--- config.mk ---
export PLATFORM = sky130hd
export DESIGN_NAME = layer_inter_pingpong_control
export DESIGN_NICKNAME = d
export VERILOG_FILES = /design/src/rtl/layer_inter_pingpong_control.sv
export SDC_FILE = /design/constraint.sdc
export NUM_CORES = 1
export LEC_CHECK = 0
export ABC_CLOCK_PERIOD_IN_PS = 1750
export CORE_MARGIN = 2
export CORE_UTILIZATION = 30
export DETAILED_ROUTE_END_ITERATION = 16
export GPL_ROUTABILITY_DRIVEN = 0
export PLACE_DENSITY = 0.79
export SKIP_LAST_GASP = 1
export SLEW_MARGIN = 20
export SYNTH_ARGS = -nofsm -noshare
export SYNTH_HDL_FRONTEND = slang
export SYNTH_SLANG_ARGS = --single-unit
--- constraint.sdc ---
create_clock -name clock -period 1.75 [get_ports clock]
set_clock_uncertainty 0.05 [all_clocks]
set_input_delay 0.35 -clock clock [delete_from_list [all_inputs] [get_ports clock]]
set_output_delay 0.35 -clock clock [all_outputs]
set_load 0.01 [all_outputs]
--- src/rtl/layer_inter_pingpong_control.sv ---
// Inter-layer feature-buffer controller with NUM_BANKS rotating banks.
// The former layer fills bank wp while the next layer drains an earlier filled
// bank rp, so the two layer engines overlap. The block starts both layers,
// tracks which banks hold unconsumed data, routes each layer's RAM controls to
// its current bank, and stalls the former layer while every bank is full.
//
// Ports:
//   clock, reset                  rising-edge clock, async active-high reset
//   enable                        permits new layer starts
//   layer_former_done             level; rising edge = write bank complete
//   layer_next_done               level; rising edge = read bank consumed
//   layer_former_enable/_reset    former layer run enable / start pulse
//   layer_next_enable/_reset      next layer run enable / start pulse
//   *_layer_former, *_layer_next  per-layer RAM controls and addresses
//   *_bank                        per-bank RAM controls (bit k / slice k = bank k)
//   wr_bank_sel, rd_bank_sel      current write / read bank pointers
//   bank_full                     bit k set = bank k filled, not yet consumed
//   overflow_err                  sticky; done edge seen outside RUN
module layer_inter_pingpong_control #(
  parameter int unsigned ADDR_WIDTH     = 9,
  parameter int unsigned NUM_BANKS      = 2,
  parameter int unsigned BANK_SEL_WIDTH = 1,
  parameter int unsigned CNT_WIDTH      = 2
) (
  input  logic                            clock,
  input  logic                            reset,
  input  logic                            enable,
  input  logic                            layer_former_done,
  input  logic                            layer_next_done,
  output logic                            layer_former_enable,
  output logic                            layer_former_reset,
  output logic                            layer_next_enable,
  output logic                            layer_next_reset,
  input  logic                            rden_a_layer_former,
  input  logic                            rden_b_layer_former,
  input  logic                            wren_a_layer_former,
  input  logic                            wren_b_layer_former,
  input  logic [ADDR_WIDTH-1:0]           address_a_layer_former,
  input  logic [ADDR_WIDTH-1:0]           address_b_layer_former,
  input  logic                            rden_a_layer_next,
  input  logic                            rden_b_layer_next,
  input  logic [ADDR_WIDTH-1:0]           address_a_layer_next,
  input  logic [ADDR_WIDTH-1:0]           address_b_layer_next,
  output logic [NUM_BANKS-1:0]            rden_a_bank,
  output logic [NUM_BANKS-1:0]            rden_b_bank,
  output logic [NUM_BANKS-1:0]            wren_a_bank,
  output logic [NUM_BANKS-1:0]            wren_b_bank,
  output logic [NUM_BANKS*ADDR_WIDTH-1:0] address_a_bank,
  output logic [NUM_BANKS*ADDR_WIDTH-1:0] address_b_bank,
  output logic [BANK_SEL_WIDTH-1:0]       wr_bank_sel,
  output logic [BANK_SEL_WIDTH-1:0]       rd_bank_sel,
  output logic [NUM_BANKS-1:0]            bank_full,
  output logic                            overflow_err
);

  typedef enum logic [1:0] {FIdle, FStart, FRun} former_state_e;
  typedef enum logic [1:0] {NIdle, NStart, NRun} next_state_e;

  former_state_e f_state_q;
  next_state_e   n_state_q;

  logic [BANK_SEL_WIDTH-1:0] wp_q, wp_d, rp_q, rp_d;
  logic [CNT_WIDTH-1:0]      count_q, count_d;
  logic [NUM_BANKS-1:0]      bank_full_q, bank_full_d;
  logic                      former_done_q, next_done_q;
  logic                      overflow_q, overflow_d;

  logic former_edge, next_edge;
  logic former_commit, next_commit;

  function automatic logic [BANK_SEL_WIDTH-1:0] ptr_inc(input logic [BANK_SEL_WIDTH-1:0] ptr);
    if (ptr == BANK_SEL_WIDTH'(NUM_BANKS - 1)) return '0;
    return ptr + BANK_SEL_WIDTH'(1);
  endfunction

  // Done inputs are levels; only their rising edges mean anything.
  assign former_edge   = layer_former_done & ~former_done_q;
  assign next_edge     = layer_next_done & ~next_done_q;
  assign former_commit = former_edge & (f_state_q == FRun);
  assign next_commit   = next_edge & (n_state_q == NRun);

  always_comb begin
    wp_d        = former_commit ? ptr_inc(wp_q) : wp_q;
    rp_d        = next_commit ? ptr_inc(rp_q) : rp_q;
    bank_full_d = bank_full_q;
    // wp != rp whenever both commit together, so set and clear never collide.
    for (int unsigned k = 0; k < NUM_BANKS; k++) begin
      if (former_commit && (wp_q == BANK_SEL_WIDTH'(k))) bank_full_d[k] = 1'b1;
      if (next_commit && (rp_q == BANK_SEL_WIDTH'(k)))   bank_full_d[k] = 1'b0;
    end
    unique case ({former_commit, next_commit})
      2'b10:   count_d = count_q + CNT_WIDTH'(1);
      2'b01:   count_d = count_q - CNT_WIDTH'(1);
      default: count_d = count_q;
    endcase
    // A done edge outside RUN is a protocol error: flag it, never act on it.
    overflow_d = overflow_q
               | (former_edge & (f_state_q != FRun))
               | (next_edge & (n_state_q != NRun));
  end

  always_ff @(posedge clock or posedge reset) begin
    if (reset) begin
      former_done_q <= 1'b0;
      next_done_q   <= 1'b0;
      wp_q          <= '0;
      rp_q          <= '0;
      count_q       <= '0;
      bank_full_q   <= '0;
      overflow_q    <= 1'b0;
    end else begin
      former_done_q <= layer_former_done;
      next_done_q   <= layer_next_done;
      wp_q          <= wp_d;
      rp_q          <= rp_d;
      count_q       <= count_d;
      bank_full_q   <= bank_full_d;
      overflow_q    <= overflow_d;
    end
  end

  // Former layer: start only while at least one bank is free.
  always_ff @(posedge clock or posedge reset) begin
    if (reset) begin
      f_state_q <= FIdle;
    end else begin
      unique case (f_state_q)
        FIdle:   if (enable && (count_q < CNT_WIDTH'(NUM_BANKS))) f_state_q <= FStart;
        FStart:  f_state_q <= FRun;
        FRun:    if (former_edge) f_state_q <= FIdle;
        default: f_state_q <= FIdle;
      endcase
    end
  end

  // Next layer: start only while at least one bank holds data.
  always_ff @(posedge clock or posedge reset) begin
    if (reset) begin
      n_state_q <= NIdle;
    end else begin
      unique case (n_state_q)
        NIdle:   if (enable && (count_q != '0)) n_state_q <= NStart;
        NStart:  n_state_q <= NRun;
        NRun:    if (next_edge) n_state_q <= NIdle;
        default: n_state_q <= NIdle;
      endcase
    end
  end

  assign layer_former_enable = (f_state_q == FRun);
  assign layer_former_reset  = (f_state_q == FStart);
  assign layer_next_enable   = (n_state_q == NRun);
  assign layer_next_reset    = (n_state_q == NStart);
  assign wr_bank_sel         = wp_q;
  assign rd_bank_sel         = rp_q;
  assign bank_full           = bank_full_q;
  assign overflow_err        = overflow_q;

  // Zero-latency routing from registered state; idle banks see all zeros.
  always_comb begin
    rden_a_bank    = '0;
    rden_b_bank    = '0;
    wren_a_bank    = '0;
    wren_b_bank    = '0;
    address_a_bank = '0;
    address_b_bank = '0;
    for (int unsigned k = 0; k < NUM_BANKS; k++) begin
      if ((f_state_q == FRun) && (wp_q == BANK_SEL_WIDTH'(k))) begin
        rden_a_bank[k]                            = rden_a_layer_former;
        rden_b_bank[k]                            = rden_b_layer_former;
        wren_a_bank[k]                            = wren_a_layer_former;
        wren_b_bank[k]                            = wren_b_layer_former;
        address_a_bank[k*ADDR_WIDTH +: ADDR_WIDTH] = address_a_layer_former;
        address_b_bank[k*ADDR_WIDTH +: ADDR_WIDTH] = address_b_layer_former;
      end else if ((n_state_q == NRun) && (rp_q == BANK_SEL_WIDTH'(k))) begin
        rden_a_bank[k]                            = rden_a_layer_next;
        rden_b_bank[k]                            = rden_b_layer_next;
        address_a_bank[k*ADDR_WIDTH +: ADDR_WIDTH] = address_a_layer_next;
        address_b_bank[k*ADDR_WIDTH +: ADDR_WIDTH] = address_b_layer_next;
      end
    end
  end

endmodule
# [After elaboration in Yosys (flattened, before gate mapping)]
# Cells that the tools add are included.
[classes] n_eq_ne=12 muxes=37 n_lt_le_gt_ge=1 n_addsub=4 bitwise_logic=12 n_reduce_logical=18
[op_table] op="$mux 9" count=8
[op_table] op="$mux 1" count=22
[op_table] op="$pmux 2 s3" count=2
[op_table] op="$logic_and 1x1->1" count=10
[op_table] op="$mux 2" count=4
[op_table] op="$ne 2x2->1 const B" count=4
[op_table] op="$reduce_bool 2->1" count=4
[op_table] op="$and 1x1->1" count=6
[op_table] op="$eq 2x1->1 const B" count=3
[op_table] op="$eq 2x2->1 const B" count=3
[op_table] op="$logic_not 2->1" count=2
[op_table] op="$ne 2x1->1 const B" count=2
[op_table] op="$not 1->1" count=4
[op_table] op="$pmux 2 s2" count=1
[op_table] op="$reduce_and 2->1" count=2
[op_table] op="$add 1x1->1 const B" count=2
[op_table] op="$add 2x1->2 const B" count=1
[op_table] op="$lt 2x2->1 const B" count=1
[op_table] op="$or 1x1->1" count=2
[op_table] op="$sub 2x1->2 const B" count=1
[totals] ff_bits=13 out_inout_bits=53 wordCells=94

# [Logic depth before layout (Yosys ltp)]
# Gate-level depths: netlist of the first run.
[logic_depth] word_depth=6 ltp_mapped=5

# [Least setup slack after synthesis of the first run]
# OpenSTA, ideal clock, no wires.
[synth_timing] path_kind="register to output" start="register wp_q, in the netlist wr_bank_sel" end="output port address_a_bank[10]" stages_incl_launch_ff=6 setup_slack_ns=0.057 t_arrival_ns=1.293 path_cell_list="dfrtp_1 and3b_1 buf_2 and3b_1 buf_4 a22o_1"
[synth_via] elab_chain_cells=2
[synth_lines] item="start, declared" line_no="62" source="logic [BANK_SEL_WIDTH-1:0] wp_q, wp_d, rp_q, rp_d;"
[synth_lines] item="start signal, assigned" line_no="114" source="wp_q <= wp_d;"
[synth_lines] item="$logic_and 1x1->1" line_no="168" source="if ((f_state_q == FRun) && (wp_q == BANK_SEL_WIDTH'(k))) begin"
[synth_lines] item="$mux 9" line_no="168"
[synth_lines] item="end, declared" line_no="48" source="output logic [NUM_BANKS*ADDR_WIDTH-1:0] address_a_bank,"
# Every way passes these cells.

# [Worst setup path in the final report of the first run]
[layout_timing] start="register f_state_q[0]" end="output port address_b_bank[11]"
[layout_via] elab_chain_cells=3
[layout_lines] item="start, declared" line_no="59" source="former_state_e f_state_q;"
[layout_lines] item="start signal, assigned" line_no="125" source="f_state_q <= FIdle;"
[layout_lines] item="start signal, assigned" line_no="128" source="FIdle: if (enable && (count_q < CNT_WIDTH'(NUM_BANKS))) f_state_q <= FStart;"
[layout_lines] item="start signal, assigned" line_no="129" source="FStart: f_state_q <= FRun;"
[layout_lines] item="$eq 2x2->1" line_no="168"
[layout_lines] item="$logic_and 1x1->1" line_no="168"
[layout_lines] item="$mux 9" line_no="168"
[layout_lines] item="end, declared" line_no="49" source="output logic [NUM_BANKS*ADDR_WIDTH-1:0] address_b_bank,"
# Every way passes these cells.

==> summary.txt, run 1 <==
Outcome
  • Outcome: finished, violations left
  • Violated checks: setup timing

Global route
  • GRT Residual Overflow: 0
  • Initial antenna violation count: 0
  • GRT Total Usage: 24.5%
  • Global-route wire length before repair: 7690 um
  • Largest net degree at the start of global routing: 14
  • Vias in the first global route: 1468

STA
  • Relative max-transition margin: 67.9%
  • Hold Vio Cnt, Final: 0
  • Setup Total Neg Slack: -13.89 ns
  • Worst Max-Slew Pin Slew: 0.480 ns
  • Period minus WS final: 2.16 ns
  • Final Slew Violations: 0
  • Unrepaired setup endpoints after global routing: yes
  • Fin crit share: 123%
  • Fmax achieved: 464 MHz
  • PnR worst setup slack: -0.407 ns
  • Final setup viols: 45

Logic synthesis
  • Post-synth top cells: a22o_1, dfrtp_1, and2_1, clkbuf_1, xnor2_1
  • Ys flop type: dfrtp_1
  • Ys Warns: 0
  • Synth Register Bits: 13
  • Count of cell types in the netlist: 26
  • Most frequent cell after synthesis: a22o_1
  • Sequential fraction of the synthesis area: 31.9%
  • Synthesized area: 1020 um^2
  • Number of synthesized flops with an enable pin: 0
  • Net Count, Synth: 149
  • Top cell type's share of synthesized area: 34.4%
  • Synth area leaders: a22o_1, dfrtp_1, xnor2_1
  • Asr flop ratio synth: 100%
  • Mapped Avg Cell Area: 10.0 um^2
  • Synth area leader: a22o_1
  • Cells after Synth: 102

Critical path
  • Startpoint types: register
  • Crit end category: output pin
  • Worst reg2reg endpoint: count_q[1]
  • Reg-to-reg slack, setup: 0.23 ns
  • CP max FO: 10
  • Required @ worst endpoint: 1.35 ns
  • Worst r2r src: f_state_q[0]
  • WS Path Type: register to output pin
  • CP Data Arrival Time: 1.76 ns
  • Count of cells along the worst register-to-register path: 5

Die
  • FP Rows: 21
  • Die Wd: 62.3 um
  • I/O pin cnt: 100
  • Initial core utilization: 30.8%
  • DIE HEIGHT: 62.3 um
  • Core area: 3310 um^2
  • Die ar.: 3880 um^2

Finish
  • Share of post-route cells with drive strength above 1: 39.7%
  • Layout area overhead: 119%
  • Final Cell Area: 2240 um^2
  • Filler cells: 285
  • N_diodes: 0
  • Fin nets: 277
  • Cell Count, Final, Fillers Out: 275

CTS
  • CTS Buf Count: 3
  • H-tree depth: 1
  • Worst-Skew Late Latency: 0.28 ns
  • CTS root buf: clkbuf_4
  • Hold_buf cts: 0
  • Clk buf depth: 2
  • Clk sinks: 13
  • CTS tree: done
  • Clock slew at reported path FFs: 0.08 ns

Place
  • Dpl hpwl: 3390 um
  • Cells after DPL: 253
  • Port buffer count: 99
  • Placement Cell Area: 2170 um^2
  • Dpl ws: -0.362 ns

Routing
  • Initial DRC count: 84
  • DRC Markers: 0
  • Pre-Repair DR Iteration Count: 4
  • DR vias: 1482
  • Final ANT Viol Nets: 0
  • Vias/cell: 5.39
  • Drt total wl: 5170 um
  • Routed len/inst: 18.8 um

Power
  • P per Cell Area: 1370 nW/um^2
  • Final total power: 3.07 mW
  • Lkg Pwr: 1.11 nW
  • VDD IR-drop max: 0.739 mV

Flow run
  • MaxCap Viol Count: 0

Min path
  • Hold WC Path Type: input pin to asynchronous set/reset pin
worst max path at each step:
stage	from	end	slack, ns	cells past startpoint
floorplan	wr_bank_sel	address_a_bank[10]	0.06	5
global placement	n_state_q[0]	address_b_bank[0]	-0.31	5
detailed placement	n_state_q[0]	address_b_bank[0]	-0.36	5
CTS	f_state_q[0]	rden_a_bank[1]	-0.43	5
global route	f_state_q[0]	address_b_bank[16]	-0.47	5
finish	f_state_q[0]	address_b_bank[11]	-0.41	5
area by class of cell:
class / instances / area, um^2 / area share, %
timing repair buffer: 132 / 1140 / 51.1
sequential: 13 / 325 / 14.5
tap: 46 / 57.6 / 2.57
inverter: 3 / 11.3 / 0.504
clock buffer: 4 / 26.3 / 1.18
multi-input combinational: 77 / 673 / 30.1
power by group:
| group | internal [mW] | switching [mW] | total [mW] |
|---|---|---|---|
| logic | 1.31 | 1.06 | 2.37 |
| clock network | 0.0887 | 0.0957 | 0.184 |
| registers | 0.410 | 0.106 | 0.516 |
state kept, by name, summed over array words and instances, names as in the netlist:
name           cells
bank_full          2
count_q            2
f_state_q          2
former_done_q      1
n_state_q          2
next_done_q        1
overflow_err       1
rd_bank_sel        1
wr_bank_sel        1
per-layer routing:
layer,vias up,global-route usage (%),part of all wire (%)
met5,-,0,0
met4,0,5.83,1.5
met3,9,8.51,11
met2,92,44.3,50
met1,707,27.5,38
li1,674,-,-
logic make-up (layout without fill, tap and decap cells):
logic type / Yosys count / count (layout) / share of synthesized area (%)
AOI/OAI and AO/OA: 48 / 48 / 40.0
buffers and inverters: 12 / 139 / 5.52
DFF: 13 / 13 / 31.9
and+or+nand+nor: 25 / 25 / 19.1
xor gates and xnor gates: 4 / 4 / 3.44
worst max-delay path: stages (launching register included):
cell,delay (ns)
dfrtp_1,0.42
and3b_2,0.27
and3b_2,0.27
clkbuf_16,0.19
a22o_1,0.19
buf_2,0.15
metrics by stage:
step,utilization [%],hold WS (ns)
after detailed placement,65.4,0.439
after CTS,66.0,0.349
final,67.5,0.329
after global placement,65.4,0.430
after floorplan,-,0.177
after global routing,67.5,0.372
placed cells by master (no fill, tap or decap), types with 3 or more instances in the layout:
| master | Yosys | routed |
|---|---|---|
| inv_1 | 3 | 3 |
| dfrtp_1 | 13 | 13 |
| buf_6 | 0 | 15 |
| clkbuf_4 | 0 | 3 |
| clkdlybuf4s50_1 | 0 | 49 |
| buf_4 | 2 | 19 |
| xnor2_1 | 4 | 4 |
| buf_2 | 3 | 40 |
| dlygate4sd2_1 | 0 | 4 |
| a22o_1 | 40 | 40 |
repair_timing:
| item | CTS | global route |
|---|---|---|
| endpoints found under the setup margin | 50 | 45 |
| buffers inserted | 11 | 7 |
| pin swaps | 3 | 7 |
| gates cloned | 4 | 2 |
| resized for setup | 197 | 25 |
Power figures use the tool's default switching activity.
==> run 2: changes to the inputs <==
Settings changed: CTS_CLUSTER_DIAMETER set to 60.
==> results of run 2 <==
The final DEF is identical to that of run 1; final timing and power are the same.
